[config.mk]
export PLATFORM = sky130hd
export DESIGN_NAME = mc_exec_ctrl
export DESIGN_NICKNAME = d
export VERILOG_FILES = /design/src/rtl/mc_ctrl_pkg.sv /design/src/rtl/alu_op_decode.sv /design/src/rtl/mc_exec_ctrl.sv
export SDC_FILE = /design/constraint.sdc
export NUM_CORES = 1
export LEC_CHECK = 0
export CORE_ASPECT_RATIO = 1.1
export CORE_MARGIN = 10
export CORE_UTILIZATION = 49
export DETAILED_ROUTE_END_ITERATION = 16
export PLACE_DENSITY = 0.83
export SYNTH_ARGS = -nofsm -noshare
export SYNTH_HDL_FRONTEND = slang
export SYNTH_SLANG_ARGS = --single-unit
[constraint.sdc]
create_clock -name clk -period 4.5 [get_ports clk]
set_input_delay 0.9 -clock clk [delete_from_list [all_inputs] [get_ports clk]]
set_output_delay 0.9 -clock clk [all_outputs]
set_load 0.005 [all_outputs]
[src/rtl/mc_ctrl_pkg.sv]
// Shared constants for the multi-cycle RV32I sequencer: opcodes, ALU opcodes,
// FSM states and the datapath mux select encodings.
package mc_ctrl_pkg;

    localparam logic [6:0] OPC_LUI    = 7'b0110111;
    localparam logic [6:0] OPC_AUIPC  = 7'b0010111;
    localparam logic [6:0] OPC_JAL    = 7'b1101111;
    localparam logic [6:0] OPC_JALR   = 7'b1100111;
    localparam logic [6:0] OPC_BRANCH = 7'b1100011;
    localparam logic [6:0] OPC_LOAD   = 7'b0000011;
    localparam logic [6:0] OPC_STORE  = 7'b0100011;
    localparam logic [6:0] OPC_OPIMM  = 7'b0010011;
    localparam logic [6:0] OPC_OP     = 7'b0110011;
    localparam logic [6:0] OPC_SYSTEM = 7'b1110011;

    typedef enum logic [3:0] {
        ALU_ADD  = 4'h0,
        ALU_SUB  = 4'h1,
        ALU_SLT  = 4'h2,
        ALU_SGE  = 4'h3,
        ALU_SLTU = 4'h4,
        ALU_SGEU = 4'h5,
        ALU_XOR  = 4'h6,
        ALU_AND  = 4'h7,
        ALU_OR   = 4'h8,
        ALU_SLL  = 4'h9,
        ALU_SRL  = 4'hA,
        ALU_SRA  = 4'hB,
        ALU_EQ   = 4'hC,
        ALU_NE   = 4'hD
    } alu_op_e;

    typedef enum logic [2:0] {
        ST_IF,
        ST_ID,
        ST_EX,
        ST_MEM,
        ST_WB,
        ST_HALT
    } state_e;

    typedef enum logic [1:0] {A_RS1 = 2'd0, A_OLD_PC = 2'd1, A_PC = 2'd2, A_ZERO = 2'd3} a_sel_e;
    typedef enum logic [1:0] {B_RS2 = 2'd0, B_IMM = 2'd1, B_FOUR = 2'd2} b_sel_e;
    typedef enum logic [1:0] {PC_ALU_C = 2'd0, PC_ALUOUT = 2'd1, PC_ALU_C_CLR = 2'd2} pc_sel_e;
    typedef enum logic [1:0] {WB_ALUOUT = 2'd0, WB_MDR = 2'd1, WB_PC = 2'd2} wb_sel_e;

    // SYSTEM is deliberately absent: it is handled separately as the halt opcode
    function automatic logic is_known_opcode(input logic [6:0] opc);
        case (opc)
            OPC_LUI, OPC_AUIPC, OPC_JAL, OPC_JALR, OPC_BRANCH,
            OPC_LOAD, OPC_STORE, OPC_OPIMM, OPC_OP: is_known_opcode = 1'b1;
            default:                                is_known_opcode = 1'b0;
        endcase
    endfunction

endpackage

[src/rtl/alu_op_decode.sv]
// Combinational ALU opcode decode for the EX cycle, plus a flag telling
// whether a branch funct3 is a real RV32I condition.
module alu_op_decode
    import mc_ctrl_pkg::*;
(
    input  logic [6:0] opcode,
    input  logic [2:0] funct3,
    input  logic       funct7b5,
    output logic [3:0] alu_op,
    output logic       br_valid
);

    always_comb begin
        alu_op   = ALU_ADD;
        br_valid = 1'b0;
        case (opcode)
            OPC_OP, OPC_OPIMM: begin
                case (funct3)
                    3'b000:  alu_op = (opcode == OPC_OP && funct7b5) ? ALU_SUB : ALU_ADD;
                    3'b001:  alu_op = ALU_SLL;
                    3'b010:  alu_op = ALU_SLT;
                    3'b011:  alu_op = ALU_SLTU;
                    3'b100:  alu_op = ALU_XOR;
                    3'b101:  alu_op = funct7b5 ? ALU_SRA : ALU_SRL;
                    3'b110:  alu_op = ALU_OR;
                    default: alu_op = ALU_AND;
                endcase
            end
            OPC_BRANCH: begin
                br_valid = 1'b1;
                case (funct3)
                    3'b000:  alu_op = ALU_EQ;
                    3'b001:  alu_op = ALU_NE;
                    3'b100:  alu_op = ALU_SLT;
                    3'b101:  alu_op = ALU_SGE;
                    3'b110:  alu_op = ALU_SLTU;
                    3'b111:  alu_op = ALU_SGEU;
                    default: begin
                        alu_op   = ALU_EQ;
                        br_valid = 1'b0;
                    end
                endcase
            end
            default: ;
        endcase
    end

endmodule

[src/rtl/mc_exec_ctrl.sv]
// IF/ID/EX/MEM/WB sequencer for the multi-cycle RV32I core: owns IR and ALUOUT,
// issues ALU operand selects/opcode and steers PC, register file and data memory.
module mc_exec_ctrl
    import mc_ctrl_pkg::*;
#(
    parameter logic [6:0] HALT_OPCODE = 7'b1110011,
    parameter int         CNT_W       = 32
) (
    input  logic             clk,
    input  logic             rst_n,
    input  logic [31:0]      i_mem_di,
    input  logic [31:0]      alu_c,
    input  logic             alu_brtkn,
    input  logic             d_mem_ack,
    output logic [31:0]      ir,
    output logic             ir_we,
    output logic [3:0]       alu_op,
    output logic [1:0]       a_sel,
    output logic [1:0]       b_sel,
    output logic [31:0]      aluout,
    output logic             pc_we,
    output logic [1:0]       pc_sel,
    output logic             rf_we,
    output logic [1:0]       wb_sel,
    output logic             d_mem_re,
    output logic             d_mem_we,
    output logic             halted,
    output logic [CNT_W-1:0] num_inst
);

    state_e     state;
    state_e     next_state;
    logic [6:0] opc;
    logic [3:0] dec_op;
    logic       br_valid;
    logic       retire;

    assign opc = ir[6:0];

    alu_op_decode u_alu_op_decode (
        .opcode   (opc),
        .funct3   (ir[14:12]),
        .funct7b5 (ir[30]),
        .alu_op   (dec_op),
        .br_valid (br_valid)
    );

    always_comb begin
        next_state = state;
        case (state)
            ST_IF: next_state = ST_ID;
            ST_ID: begin
                if (opc == HALT_OPCODE)
                    next_state = ST_HALT;
                else if (is_known_opcode(opc))
                    next_state = ST_EX;
                else
                    next_state = ST_IF;
            end
            ST_EX: begin
                case (opc)
                    OPC_OP, OPC_OPIMM, OPC_LUI, OPC_AUIPC: next_state = ST_WB;
                    OPC_LOAD, OPC_STORE:                   next_state = ST_MEM;
                    default:                               next_state = ST_IF;
                endcase
            end
            ST_MEM: begin
                if (d_mem_ack)
                    next_state = (opc == OPC_LOAD) ? ST_WB : ST_IF;
            end
            ST_WB:   next_state = ST_IF;
            default: next_state = ST_HALT;
        endcase
    end

    // Halt entry leaves next_state at HALT, so it can never count as a retirement
    assign retire = (next_state == ST_IF) &&
                    (state == ST_ID || state == ST_EX || state == ST_MEM || state == ST_WB);

    always_ff @(posedge clk or negedge rst_n) begin
        if (!rst_n) begin
            state    <= ST_IF;
            ir       <= '0;
            aluout   <= '0;
            num_inst <= '0;
            halted   <= 1'b0;
        end else begin
            state  <= next_state;
            halted <= (next_state == ST_HALT);
            if (state == ST_IF)
                ir <= i_mem_di;
            if (state == ST_ID || state == ST_EX)
                aluout <= alu_c;
            if (retire)
                num_inst <= num_inst + CNT_W'(1);
        end
    end

    // Gated by rst_n so a reset mid-instruction drops every strobe immediately
    always_comb begin
        ir_we    = 1'b0;
        pc_we    = 1'b0;
        pc_sel   = PC_ALU_C;
        rf_we    = 1'b0;
        wb_sel   = WB_ALUOUT;
        d_mem_re = 1'b0;
        d_mem_we = 1'b0;
        alu_op   = ALU_ADD;
        a_sel    = A_RS1;
        b_sel    = B_RS2;
        if (rst_n) begin
            case (state)
                ST_IF: begin
                    ir_we = 1'b1;
                    a_sel = A_PC;
                    b_sel = B_FOUR;
                    pc_we = 1'b1;
                end
                ST_ID: begin
                    a_sel = A_OLD_PC;
                    b_sel = B_IMM;
                end
                ST_EX: begin
                    case (opc)
                        OPC_OP: alu_op = dec_op;
                        OPC_OPIMM: begin
                            alu_op = dec_op;
                            b_sel  = B_IMM;
                        end
                        OPC_LOAD, OPC_STORE: b_sel = B_IMM;
                        OPC_BRANCH: begin
                            alu_op = dec_op;
                            pc_we  = alu_brtkn & br_valid;
                            pc_sel = PC_ALUOUT;
                        end
                        OPC_JAL: begin
                            pc_we  = 1'b1;
                            pc_sel = PC_ALUOUT;
                            rf_we  = 1'b1;
                            wb_sel = WB_PC;
                        end
                        OPC_JALR: begin
                            b_sel  = B_IMM;
                            pc_we  = 1'b1;
                            pc_sel = PC_ALU_C_CLR;
                            rf_we  = 1'b1;
                            wb_sel = WB_PC;
                        end
                        OPC_LUI: begin
                            a_sel = A_ZERO;
                            b_sel = B_IMM;
                        end
                        OPC_AUIPC: begin
                            a_sel = A_OLD_PC;
                            b_sel = B_IMM;
                        end
                        default: ;
                    endcase
                end
                ST_MEM: begin
                    d_mem_re = (opc == OPC_LOAD);
                    d_mem_we = (opc == OPC_STORE);
                end
                ST_WB: begin
                    rf_we  = 1'b1;
                    wb_sel = (opc == OPC_LOAD) ? WB_MDR : WB_ALUOUT;
                end
                default: ;
            endcase
        end
    end

endmodule
# [Word level (Yosys, flattened, before mapping)]
# Index checks and enable logic that the tools add are counted.
[totals] reg_bits=100 latchBits=0 mem_bits_rw=0 romBits=0 inputBits=68 out_inout_bits=114 wordCells=90 memories=0
[classes] addsub=1 multipliers=0 n_div=0 n_lt_le_gt_ge=0 n_eq_ne=22 shift=0 n_mux=44 bitwise=1 n_reduce_logical=17
[ops] op="$add 32x1->32 const B" count=1
[ops] op="$eq 7x7->1 const B" count=4
[ops] op="$pmux 4 s7" count=1
[ops] op="$eq 7x6->1 const B" count=3
[ops] op="$pmux 4 s5" count=1
[ops] op="$eq 3x3->1 const B" count=6
[ops] op="$mux 1" count=18
[ops] op="$pmux 3 s5" count=1
[ops] op="$eq 7x5->1 const B" count=2
[ops] op="$mux 2" count=7
[ops] op="$eq 3x2->1 const B" count=4
[ops] op="$mux 4" count=3
[ops] op="$pmux 2 s2" count=3
[ops] op="$pmux 2 s3" count=2
[ops] op="$reduce_or 6->1" count=2
[ops] op="$logic_not 3->1" count=3
[ops] op="$mux 3" count=3
[ops] op="$reduce_or 9->1" count=1
[ops] op="$pmux 4 s2" count=1
[ops] op="$reduce_or 2->1" count=4
[ops] op="$eq 7x2->1 const B" count=1
[ops] op="$eq 3x1->1 const B" count=2
[ops] op="$pmux 1 s2" count=3
[ops] op="$pmux 3 s2" count=1
[ops] op="5 further kinds" count=8

# [Longest topological paths before layout]
[depth] depth_word=10 depth_mapped=7 ltp_nobuf=6

# [Cells and area by module]
# Synthesis repeated with hierarchy kept, for this count alone.
[unflattened] hier_cells=389 area_unflattened_um2=4639.4
[by_module_without_submodules] mod="mc_exec_ctrl" instances=1 cells_each=364 area_each_um2=4448.0 seq_area_each_um2=2502.4
[by_module_without_submodules] mod="alu_op_decode" instances=1 cells_each=25 area_each_um2=191.4 seq_area_each_um2=0.0

# [Least setup slack after synthesis]
# No wires, ideal clock.
[synth_timing] path_type="input-to-output" start="input rst_n" end="output pc_sel[0]" arrival_time_ns=1.671 required_time_ns=3.600 path_slack_ns=1.929 path_stages=4 path_buffers=1 cell_sequence="nand2b_1 -> or2_2 -> clkbuf_1 -> nor4_1"
[synth_between] elab_chain_len=1
[synth_lines] element="from (decl)" line_no="mc_exec_ctrl.sv:10" rtl="input logic rst_n,"
[synth_lines] element="$mux 2" line_no="mc_exec_ctrl.sv:111" rtl="if (rst_n) begin"
[synth_lines] element="to (decl)" line_no="mc_exec_ctrl.sv:22" rtl="output logic [1:0] pc_sel,"
# No other way between the ends.

# [Final worst setup path]
[layout_timing] start="register ir[2]" end="output alu_op[1]"
[layout_between] elab_chain_len=6 word_cells_on_any_way=9 classes_between="eq/ne: 3; mux: 4; reduce/logical: 2"
[layout_lines] element="from (decl)" line_no="mc_exec_ctrl.sv:15" rtl="output logic [31:0] ir,"
[layout_lines] element="from (signal assigned)" line_no="mc_exec_ctrl.sv:91" rtl="ir <= i_mem_di;"
[layout_lines] element="$eq 7x5->1 or $eq 7x6->1 (tied branches)" line_no="alu_op_decode.sv:16, mc_exec_ctrl.sv:124"
[layout_lines] element="$reduce_or 2->1" line_no="alu_op_decode.sv:16" rtl="case (opcode)"
[layout_lines] element="$pmux 4 s2" line_no="alu_op_decode.sv:16"
[layout_lines] element="$mux 4 (*)" line_no="mc_exec_ctrl.sv:124" rtl="case (opc)"
[layout_lines] element="$mux 4 (*)" line_no="mc_exec_ctrl.sv:112" rtl="case (state)"
[layout_lines] element="$mux 4 (*)" line_no="mc_exec_ctrl.sv:111"
[layout_lines] element="to (decl)" line_no="mc_exec_ctrl.sv:17" rtl="output logic [3:0] alu_op,"
# Every way passes the cells marked *; elsewhere a longest branch is shown, timed or not.

==> reports/metrics.cfg <==
[run_status]
status = completed

[placed_design]
port_buffers = 181
gp_congestion = 0.952
place_area_sq_um = 6980
hpwl_um = 10800
placedCellCount = 719

[cells_and_area]
stdcell_area_sq_um = 7250
drive_above_1_share = 0.225
antennaDiodeCount = 0
nets = 656
areaGrowthSynthToFinish_pct = 42.1
final_cells = 733

[synthesis]
synth.avg_cell_area_sq_um = 12.3
syn_nets = 482
synth.top_cell.area_share = 0.491
ys_top_cells_by_count = dfrtp_1 (100), mux2_2 (63), xor2_1 (29), nor4_2 (26), nand4_1 (20)
synthFlopType = dfrtp_1
synthDistinctLibCells = 55
synthCells = 413
synth_seq_area_share = 0.491
syn_area_sq_um = 5100
synth_most_common_cell = dfrtp_1
yosysTopAreaCell = dfrtp_1
yosysWarnings = 0
ys_async_sr_fraction = 1.00
synth_edf_count = 0
netlist_top_cells_area = dfrtp_1 (49%), mux2_2 (14%), nor4_2 (6.4%)
synth.ff_latch_count = 100

[floorplanning]
die_h_um = 127
core_area_sq_um = 10300
ios = 182
die_w_um = 117
start_util = 0.495
die-area_sq_um = 14900
num_rows = 39

[clock_tree]
cts_resized = 0
cts_tree = done
cts_hold_buf = 0
insertion_delay_ns = 0.34
cts.sinks = 100
cts_setup_buffers = 0
cts_max_path_buffers = 2
h-tree-depth = 3
cts-root-buf = clkbuf_16
cts_buffers = 9
clk_pin_slew_ns = 0.07

[critical_path]
cp_max_fo = 15
cp_cell_sequence = and4bb_4, nand2_1, or3_1, a21oi_1, clkdlybuf4s50_1
cp-end-kind = output port
r2r_start = state[0]
crit_family = simple AND/OR/NAND/NOR gates
criticalPathCategory = register to output port
cp.required_ns = 3.60
startpoint = ir[2]
critPathMaxStageDelay_ns = 0.55
critPathSlowestCell = dfrtp_1
cp-start-kind = register
rrSetupSlack_ns = 1.60
crit_buf_inv = 1
arrival_ns = 2.60
reg2reg_depth = 5
r2r_end = num_inst[1]

[global_route]
gr-total-overflow = 0
grt_pass1_vias = 4251
met1_usage = 0.227
grt_pass1_wl_um = 22900
track_usage = 0.191
antenna_found_initial = 0
use_met2 = 0.326
busiest_layer = met2
grt_max_degree = 68
grt.met3_usage = 0.0684

[worst_hold_path]
min-delay-start = num_inst[31]
min_path_cells = 1
whs_endpoint = num_inst[31]
min_path_type = register to register

[routing]
wl_per_cell_um = 19.6
drtPass1Iterations = 5
vias = 4037
viasPerCell = 5.51
drt-total-wl_um = 14400
drt_iter0_markers = 295
ant_nets = 0
drcViolationCount = 0

[timing]
hold_viol = 0
whs_ns = 0.497
fmax_mhz = 285
drv_slew = 0
finalCriticalPeriod_ns = 3.50
worst-slew-pin-transition_ns = 1.09
fin_tns_setup_ns = 0
fin_skew_ns = 0.00848
final-setup-viol-count = 0
slew_headroom = 0.273
rsz0062_at_grt = no
period_share = 0.779

[pwr]
p_leak_nw = 2.67
power.density_nw_per_um2 = 644
ir_drop_mv = 0.395
total_power_w = 0.00467

[flow_run]
drv_cap = 0

-- cells by family after synthesis --
family	after synthesis	share of synthesized area
AO/OA/AOI/OAI	29	0.0429
XOR/XNOR	33	0.0567
adder cells (fa/ha/maj)	1	0.00245
buffers and inverters	32	0.0393
flip-flops	100	0.491
multiplexers	65	0.143
AND/OR/NAND/NOR	153	0.225
-- routing by layer --
| layer | share of wire | up-vias |
|---|---|---|
| met5 | 0 | - |
| met4 | 0.0074 | 0 |
| met3 | 0.093 | 12 |
| met2 | 0.51 | 153 |
| met1 | 0.39 | 2026 |
| li1 | - | 1846 |
-- worst reg2reg max path: stages (launching register included) --
cell and delay [ns]:
dfrtp_1 0.66, or3b_4 0.48, a41oi_2 0.26, o21a_2 0.87, nor3_2 0.17, mux2_1 0.35
-- layout make-up --
cell class              count  area, sq um
clock buffers              10          239
inverters                   7         26.3
well taps                 143          179
fillers                   746         3050
flip-flops and latches    100         2500
multi-input cells         281         2410
repair buffers            188         1860
clock inverters             4         27.5
-- stage by stage --
step                      utilization  worst slack, ns
after global routing            0.704            0.888
final                           0.704            0.996
after CTS                       0.704             1.03
after global placement          0.678             1.33
after detailed placement        0.678             1.26
after floorplan                     -             1.93
-- cell usage in the layout (no fill, tap or decap), drive strengths merged, types with 2 or more instances in the layout --
cell type	Yosys	routed
or3	2	2
inv	7	7
clkdlybuf4s50	0	180
a41oi	2	2
xor2	29	29
nand2b	4	4
nand2	16	16
a21oi	10	10
a21boi	2	2
o21bai	2	2
o21ai	4	4
nor2b	7	7
nand4	20	20
and3	5	5
nand3	17	17
mux2	64	64
a31oi	2	2
nor2	19	19
clkbuf	3	10
o22ai	2	2
nor3	10	10
xnor2	4	4
or2	2	2
o21a	2	2
nor4	36	36
buf	22	8
nor4b	3	3
dfrtp	100	100
clkinv	0	4
and2	3	3
-- report_power, final --
group          switching (W)  leakage (nW)  internal, W
clock               0.000331         0.134     0.000384
combinational       0.000967          1.42      0.00134
sequential          0.000373          1.12      0.00128
total                0.00167          2.67      0.00299
-- worst max path at each step --
stage | cells after the start | end | slack [ns]
detailed placement | 5 | d_mem_we | 1.26
finish | 5 | alu_op[1] | 1.0
global route | 6 | alu_op[0] | 0.89
global placement | 5 | d_mem_we | 1.33
CTS | 5 | alu_op[1] | 1.03
floorplan | 4 | pc_sel[0] | 1.93
-- state kept, by name, indices dropped and copies added, names as in the netlist --
register  count
halted        1
state         3
num_inst     32
ir           32
aluout       32
Note: power is estimated with default switching activity, not from simulation.
